<file path="src/rtl/vrased_rst_ctrl.sv">
// ----------------------------------------------------------------------------
// vrased_rst_ctrl
//
// Reset controller placed after the VRASED hardware monitors (DMA/secure
// stack, atomicity, key access). Any monitor request forces a system reset.
// The reset is held for at least HOLD_CYCLES cycles after the last request.
// It is then kept asserted until the CPU PC reaches the reset handler with no
// request pending. The controller also keeps a sticky record of the causes and
// a saturating count of RUN->HOLD entries.
//
// Configuration macro:
//   VRASED_RST_FASTPATH_EN - when defined, a request seen in RUN also asserts
//                            sys_rst combinationally in the same cycle. When
//                            undefined, sys_rst is purely registered.
//
// Ports:
//   clk        in   system clock
//   rst        in   synchronous active-high reset
//   viol_req   in   [NUM_SRC] per-monitor reset requests (level, active-high)
//   pc         in   [16] current CPU program counter
//   cause_clr  in   single-cycle cause clear pulse (only honoured in RUN)
//   sys_rst    out  system reset to the CPU core, active-high
//   cause      out  [NUM_SRC] sticky OR of the requests behind the last reset
//   viol_cnt   out  [8] saturating count of RUN->HOLD entries
//   running    out  high while the controller is in RUN
// ----------------------------------------------------------------------------
module vrased_rst_ctrl #(
  parameter int          NUM_SRC       = 4,
  parameter int          HOLD_CYCLES   = 8,
  parameter logic [15:0] RESET_HANDLER = 16'h0000
) (
  input  logic               clk,
  input  logic               rst,
  input  logic [NUM_SRC-1:0] viol_req,
  input  logic [15:0]        pc,
  input  logic               cause_clr,
  output logic               sys_rst,
  output logic [NUM_SRC-1:0] cause,
  output logic [7:0]         viol_cnt,
  output logic               running
);

  localparam logic [1:0] RUN      = 2'd0;
  localparam logic [1:0] HOLD     = 2'd1;
  localparam logic [1:0] WAIT_HDL = 2'd2;

  // The counter counts down to zero, so a load of HOLD_CYCLES-1 gives
  // exactly HOLD_CYCLES cycles in HOLD.
  localparam logic [7:0] HOLD_LOAD = 8'(HOLD_CYCLES - 1);

  logic [1:0]         state_reg, state_next;
  logic [7:0]         hold_cnt_reg, hold_cnt_next;
  logic [NUM_SRC-1:0] cause_reg, cause_next;
  logic [7:0]         viol_cnt_reg, viol_cnt_next;
  logic               sys_rst_reg;
  logic               running_reg;
  logic               any_viol;

  assign any_viol = |viol_req;

  always_comb begin
    state_next    = state_reg;
    hold_cnt_next = hold_cnt_reg;
    cause_next    = cause_reg;
    viol_cnt_next = viol_cnt_reg;
    case (state_reg)
      RUN: begin
        if (any_viol) begin
          state_next    = HOLD;
          hold_cnt_next = HOLD_LOAD;
          // A clear arriving with a violation drops the stale bits but
          // still records the new request.
          cause_next    = cause_clr ? viol_req : (cause_reg | viol_req);
          viol_cnt_next = (viol_cnt_reg == 8'hFF) ? 8'hFF : viol_cnt_reg + 8'd1;
        end else if (cause_clr) begin
          cause_next = '0;
        end
      end
      HOLD: begin
        if (any_viol) begin
          hold_cnt_next = HOLD_LOAD;
          cause_next    = cause_reg | viol_req;
        end else if (hold_cnt_reg == 8'd0) begin
          state_next = WAIT_HDL;
        end else begin
          hold_cnt_next = hold_cnt_reg - 8'd1;
        end
      end
      WAIT_HDL: begin
        // A request pending at handler entry takes precedence over release.
        if (any_viol) begin
          state_next    = HOLD;
          hold_cnt_next = HOLD_LOAD;
          cause_next    = cause_reg | viol_req;
        end else if (pc == RESET_HANDLER) begin
          state_next = RUN;
        end
      end
      default: begin
        // Unreachable encoding: fall back to the safe, reset-asserted state.
        state_next = WAIT_HDL;
      end
    endcase
  end

  always_ff @(posedge clk) begin
    if (rst) begin
      state_reg    <= WAIT_HDL;
      hold_cnt_reg <= 8'd0;
      cause_reg    <= '0;
      viol_cnt_reg <= 8'd0;
      sys_rst_reg  <= 1'b1;
      running_reg  <= 1'b0;
    end else begin
      state_reg    <= state_next;
      hold_cnt_reg <= hold_cnt_next;
      cause_reg    <= cause_next;
      viol_cnt_reg <= viol_cnt_next;
      sys_rst_reg  <= (state_next != RUN);
      running_reg  <= (state_next == RUN);
    end
  end

`ifdef VRASED_RST_FASTPATH_EN
  // Assert reset in the same cycle a violation is presented in RUN, so no
  // access can complete during the registration cycle.
  assign sys_rst = sys_rst_reg | (running_reg & any_viol);
`else
  assign sys_rst = sys_rst_reg;
`endif

  assign cause    = cause_reg;
  assign viol_cnt = viol_cnt_reg;
  assign running  = running_reg;

endmodule

</file>
<file path="config.mk">
export PLATFORM = sky130hd
export DESIGN_NAME = vrased_rst_ctrl
export DESIGN_NICKNAME = d
export VERILOG_FILES = /design/src/rtl/vrased_rst_ctrl.sv
export SDC_FILE = /design/constraint.sdc
export NUM_CORES = 1
export LEC_CHECK = 0
export BUFFER_PORTS_ARGS = -buffer_cell sky130_fd_sc_hd__buf_2
export CAP_MARGIN = 20
export CELL_PAD_IN_SITES_DETAIL_PLACEMENT = 0
export CELL_PAD_IN_SITES_GLOBAL_PLACEMENT = 1
export CORE_MARGIN = 1.5
export CORE_UTILIZATION = 34
export CTS_CLUSTER_DIAMETER = 30
export CTS_CLUSTER_SIZE = 16
export DETAILED_ROUTE_END_ITERATION = 16
export PLACE_DENSITY = 0.77
export SYNTH_ARGS = -nofsm -noshare
export SYNTH_HDL_FRONTEND = slang
export SYNTH_SLANG_ARGS = --single-unit
</file>
<file path="constraint.sdc">
create_clock -name clk -period 1.9 [get_ports clk]
set_input_delay 0.285 -clock clk [delete_from_list [all_inputs] [get_ports clk]]
set_output_delay 0.285 -clock clk [all_outputs]
set_load 0.1 [all_outputs]
</file>
After elaboration in Yosys (flattened, before gate mapping)
Cells that the tools add are included.
{"block": "totals", "register_bits": 24, "input_bits": 23, "output_inout_bits": 14, "wordCells": 45}
{"block": "op_classes", "add_sub_neg": 2, "n_eq_ne": 7, "n_mux": 16, "bitwise_logic": 1, "n_reduce_logical": 13}
{"op": "$mux 8", "count": 4}
{"op": "$logic_not 16->1", "count": 1}
{"op": "$mux 4", "count": 4}
{"op": "$pmux 8 s2", "count": 1}
{"op": "$mux 2", "count": 5}
{"op": "$add 8x1->8 const B", "count": 1}
{"op": "$eq 8x8->1 const B", "count": 1}
{"op": "$logic_not 8->1", "count": 1}
{"op": "$pmux 4 s2", "count": 1}
{"op": "$sub 8x1->8 const B", "count": 1}
{"op": "$ne 3x3->1 const B", "count": 2}
{"op": "$pmux 2 s3", "count": 1}
{"op": "$reduce_and 3->1", "count": 2}
{"op": "$reduce_bool 2->1", "count": 3}
{"op": "$logic_not 2->1", "count": 2}
{"op": "$ne 2x1->1 const B", "count": 2}
{"op": "$or 4x4->4", "count": 1}
{"op": "$reduce_or 2->1", "count": 2}
{"op": "$reduce_or 4->1", "count": 1}
{"op": "$eq 2x1->1 const B", "count": 1}
{"op": "$eq 2x2->1 const B", "count": 1}
{"op": "$reduce_and 2->1", "count": 1}

Depth between registers and ports, before layout
{"block": "depth", "depth_word": 5, "ltp_mapped": 7, "depth_no_buf": 6}

Worst setup path after synthesis
OpenSTA, ideal clock, no wires.
{"block": "synth_path", "kind": "register to register", "start": "register viol_cnt_reg[0] (netlist: viol_cnt[0])", "end": "register viol_cnt_reg[0] (netlist: viol_cnt[0])", "setup_ps": 69, "t_arrival_ps": 2200, "required_time_ps": 1831, "path_slack_ps": -369, "stages_incl_launch_ff": 6, "path_buffers": 1, "period_less_slack_ps": 2269, "path_cell_list": "dfxtp_1 -> ha_1 -> nand3_1 -> or4_1 -> buf_2 -> a21oi_2"}
{"block": "synth_between", "elab_chain_cells": 2, "elab_cells_between_ends": 3, "cone_classes": "add/sub: 1; eq/ne: 1; mux: 1"}
{"item": "from (decl)", "line": "54", "rtl": "logic [7:0] viol_cnt_reg, viol_cnt_next;"}
{"item": "from (signal assigned)", "line": "118", "rtl": "viol_cnt_reg <= viol_cnt_next;"}
{"item": "$add 8x1->8 / $eq 8x8->1 (equally long branches)", "line": "74", "rtl": "viol_cnt_next = (viol_cnt_reg == 8'hFF) ? 8'hFF : viol_cnt_reg + 8'd1;"}
{"item": "$mux 8 *", "line": "74"}
Every way passes the cells marked *; elsewhere a longest branch is shown, timed or not.
A chain may end at the register's enable or synchronous reset.

Worst setup path after layout
{"block": "layout_path", "start": "register state_reg[0]", "end": "register hold_cnt_reg[2]"}
{"block": "layout_between", "elab_chain_cells": 4, "elab_cells_between_ends": 9, "cone_classes": "eq/ne: 4; mux: 1; reduce/logical: 4"}
{"item": "from (decl)", "line": "51", "rtl": "logic [1:0] state_reg, state_next;"}
{"item": "from (signal assigned)", "line": "115", "rtl": "state_reg <= state_next;"}
{"item": "$eq 2x2->1 / $logic_not 2->1 (equally long branches)", "line": "66", "rtl": "case (state_reg)"}
{"item": "$reduce_or 2->1 (no line)"}
{"item": "$ne 2x1->1 (no line) / $reduce_bool 2->1 (equally long branches)"}
{"item": "$reduce_and 3->1 (no line)"}
{"item": "to (signal assigned)", "line": "116", "rtl": "hold_cnt_reg <= hold_cnt_next;"}
{"item": "to (decl)", "line": "52", "rtl": "logic [7:0] hold_cnt_reg, hold_cnt_next;"}
Several ways; a longest one is shown, not always the timed one.

==> out/qor.txt <==
run status: finished clean
largest net degree at the start of global routing: 21
CTS tree: done
vias in the first global route: 1,346
critical path type: flip-flop to flip-flop
placer congestion estimate: 0.890
hold_buf cts: 0
post-layout min period: 1.83 ns
P per Cell Area: 1010 mW/mm^2
Row Count: 22
Critical R2R Capture: hold_cnt_reg[2]$_SDFFE_PP0P_
synthesized net count: 180
top cell type's share of synthesized area: 35.0%
final setup violation count: 0
leakage power: 0.698 nW
DIE HEIGHT: 66.6 um
DRC Markers: 0
Max VDD drop: 0.574 mV
final hold slack: 0.259 ns
Worst slew margin: 58.1%
CTS H-tree lvls: 1
number of hold violations in the final report: 0
initial core utilization: 36.4%
top post-synthesis cells by area: dfxtp_1 (35%), ha_1 (5.5%), a21oi_2 (4.5%)
fillers: 352
post-synth top area cell: dfxtp_1
initial antenna violation count: 0
Die Wd: 66.6 um
nets@finish: 226
fraction of layout cells with a size suffix above 1: 42.9%
io pins: 37
worst hold path type: input pin to flip-flop
antenna cells: 0
gr ovfl total: 0
most used standard cell by instance count after synthesis: dfxtp_1
Syn Area/Cell: 9.10 sq um
Skew-Pair Late Insertion Delay: 0.27 ns
Final Skew: 0.00198 ns
FF/Latch Area: 492 sq um
worst-path maximum fanout: 7
Total Routing Usage GR: 16.8%
vias per cell: 5.55
Multi-input gate area: 866 sq um
max cap viols: 0
fin crit share: 96.2%
Initial DRC Count: 51
Syn Inst Count: 151
sequential cell area fraction in the yosys report: 35.0%
Final Util: 47.2%
RSZ-0062 raised after global routing: true
worst-case clock buffer depth: 2
Final Slew Violations: 0
r2r startpoint: state_reg[0]$_SDFF_PP0_
asr flop ratio synth: 0%
Setup crit start: state_reg[0]$_SDFF_PP0_
first-pass GRT wire length: 5840 um
clock transition at the registers of the reported paths: 0.09 ns
Sink Count: 24
TritonCTS Buffers: 3
setup tns final: 0 ns
Clock Root Buffer: clkbuf_8
total die area: 0.00443 sq mm
Synth Register Bits: 24
routed wire length: 3560 um
via count: 1,353
Post-synth top cells: dfxtp_1 (24), nor2_1 (9), nor3_1 (9)
R2R setup slack: 0.07 ns
Warnings, synthesis: 0
Worst R2R Path Depth: 6
WP data arrival: 1.99 ns
Worst EP required: 2.06 ns
port bufs: 36
hpwl dp: 2600 um
Power, Total: 1.79 mW
DRT antenna net count: 0
Setup Buffers After CTS: 0
CP Capture Type: flip-flop
dominant register cell in the synthesized netlist: dfxtp_1
actual slew at the worst max-slew pin: 0.623 ns
core area: 0.00377 sq mm
fmax: 0.547 GHz
CP startpoint kind: flip-flop
number of flops mapped to enable cells by yosys: 0
Post-Syn Area: 0.00137 sq mm
post-synth cell types: 42
synthesis-to-finish area growth: 29.7%
routed len/inst: 14.6 um
drt first pass iters: 4
crit path to: hold_cnt_reg[2]$_SDFFE_PP0P_
==> repair_timing <==
action,4_1_cts,5_1_grt
resized for setup,0,8
endpoints found under the hold margin,0,0
setup endpoints to repair,0,16
==> stage by stage <==
step / setup WS (ns) / cells / area, sq um
5_1_grt: -0.0230 / 244 / 1780
6_report: 0.0725 / 244 / 1780
4_1_cts: 0.00854 / 244 / 1740
2_1_floorplan: 0.00848 / 151 / 1380
3_5_place_dp: 0.0279 / 240 / 1670
3_3_place_gp: 0.0781 / 240 / 1670
==> metal layers <==
layer  up-vias  GRT usage (%)  share of wire (%)
li1        666              -                  -
met1       649           19.3                 43
met2        32           31.3                 52
met3         6           2.70                3.7
met4         0           5.61                1.4
met5         -              0                  0
==> cells by family (layout without fill, tap and decap cells) <==
| group | after synthesis | count (layout) | share of synthesized area (%) |
|---|---|---|---|
| simple gates | 57 | 57 | 25.2 |
| mux | 3 | 3 | 2.19 |
| flops | 24 | 24 | 35.0 |
| compound gates | 40 | 40 | 22.7 |
| buf+inv | 14 | 59 | 5.01 |
| fa+ha+maj | 6 | 6 | 5.46 |
| xor+xnor | 7 | 7 | 4.46 |
==> layout by cell type, fill, tap and decap left out, drive strengths merged, types with 4 or more instances in the layout <==
master,count
inv,8
a21oi,13
buf,47
o22ai,4
nor2,9
nor3,10
nor4,10
o21ai,4
a211oi,5
nand2b,4
nand2,7
ha,6
xnor2,5
dfxtp,24
==> report_power, final <==
| part | internal [mW] | leakage (nW) | switching [mW] |
|---|---|---|---|
| combinational | 0.231 | 0.461 | 0.507 |
| sequential | 0.558 | 0.201 | 0.0379 |
| clock | 0.282 | 0.0357 | 0.179 |
==> critical path, stage by stage (launching register included) <==
cell and delay (ns):
dfxtp_1 0.34, buf_4 0.14, ha_1 0.22, nor2b_1 0.45, a31oi_4 0.18, a221oi_1 0.33, nor2_1 0.07
==> worst min-delay path by stage <==
stage                                  from                            to  slack, ns  cells past startpoint
2_1_floorplan                           rst       state_reg[1]$_SDFF_PP1_       0.44                      2
3_3_place_gp   hold_cnt_reg[0]$_SDFFE_PP0P_  hold_cnt_reg[0]$_SDFFE_PP0P_       0.49                      1
3_5_place_dp   hold_cnt_reg[6]$_SDFFE_PP0P_  hold_cnt_reg[6]$_SDFFE_PP0P_       0.50                      2
4_1_cts                                 rst       state_reg[1]$_SDFF_PP1_       0.28                      3
5_1_grt                                 rst       state_reg[1]$_SDFF_PP1_       0.29                      3
6_report                                rst       state_reg[1]$_SDFF_PP1_       0.26                      3
==> layout make-up <==
type / instances / share of cell area (%)
Clock inverter: 1 / 1.69
Multi-Input combinational cell: 113 / 48.6
Inverter: 8 / 1.69
Tap cell: 48 / 3.37
Clock buffer: 3 / 2.32
Timing Repair Buffer: 47 / 14.7
Sequential cell: 24 / 27.6
Note: power is estimated with default switching activity, not from simulation.
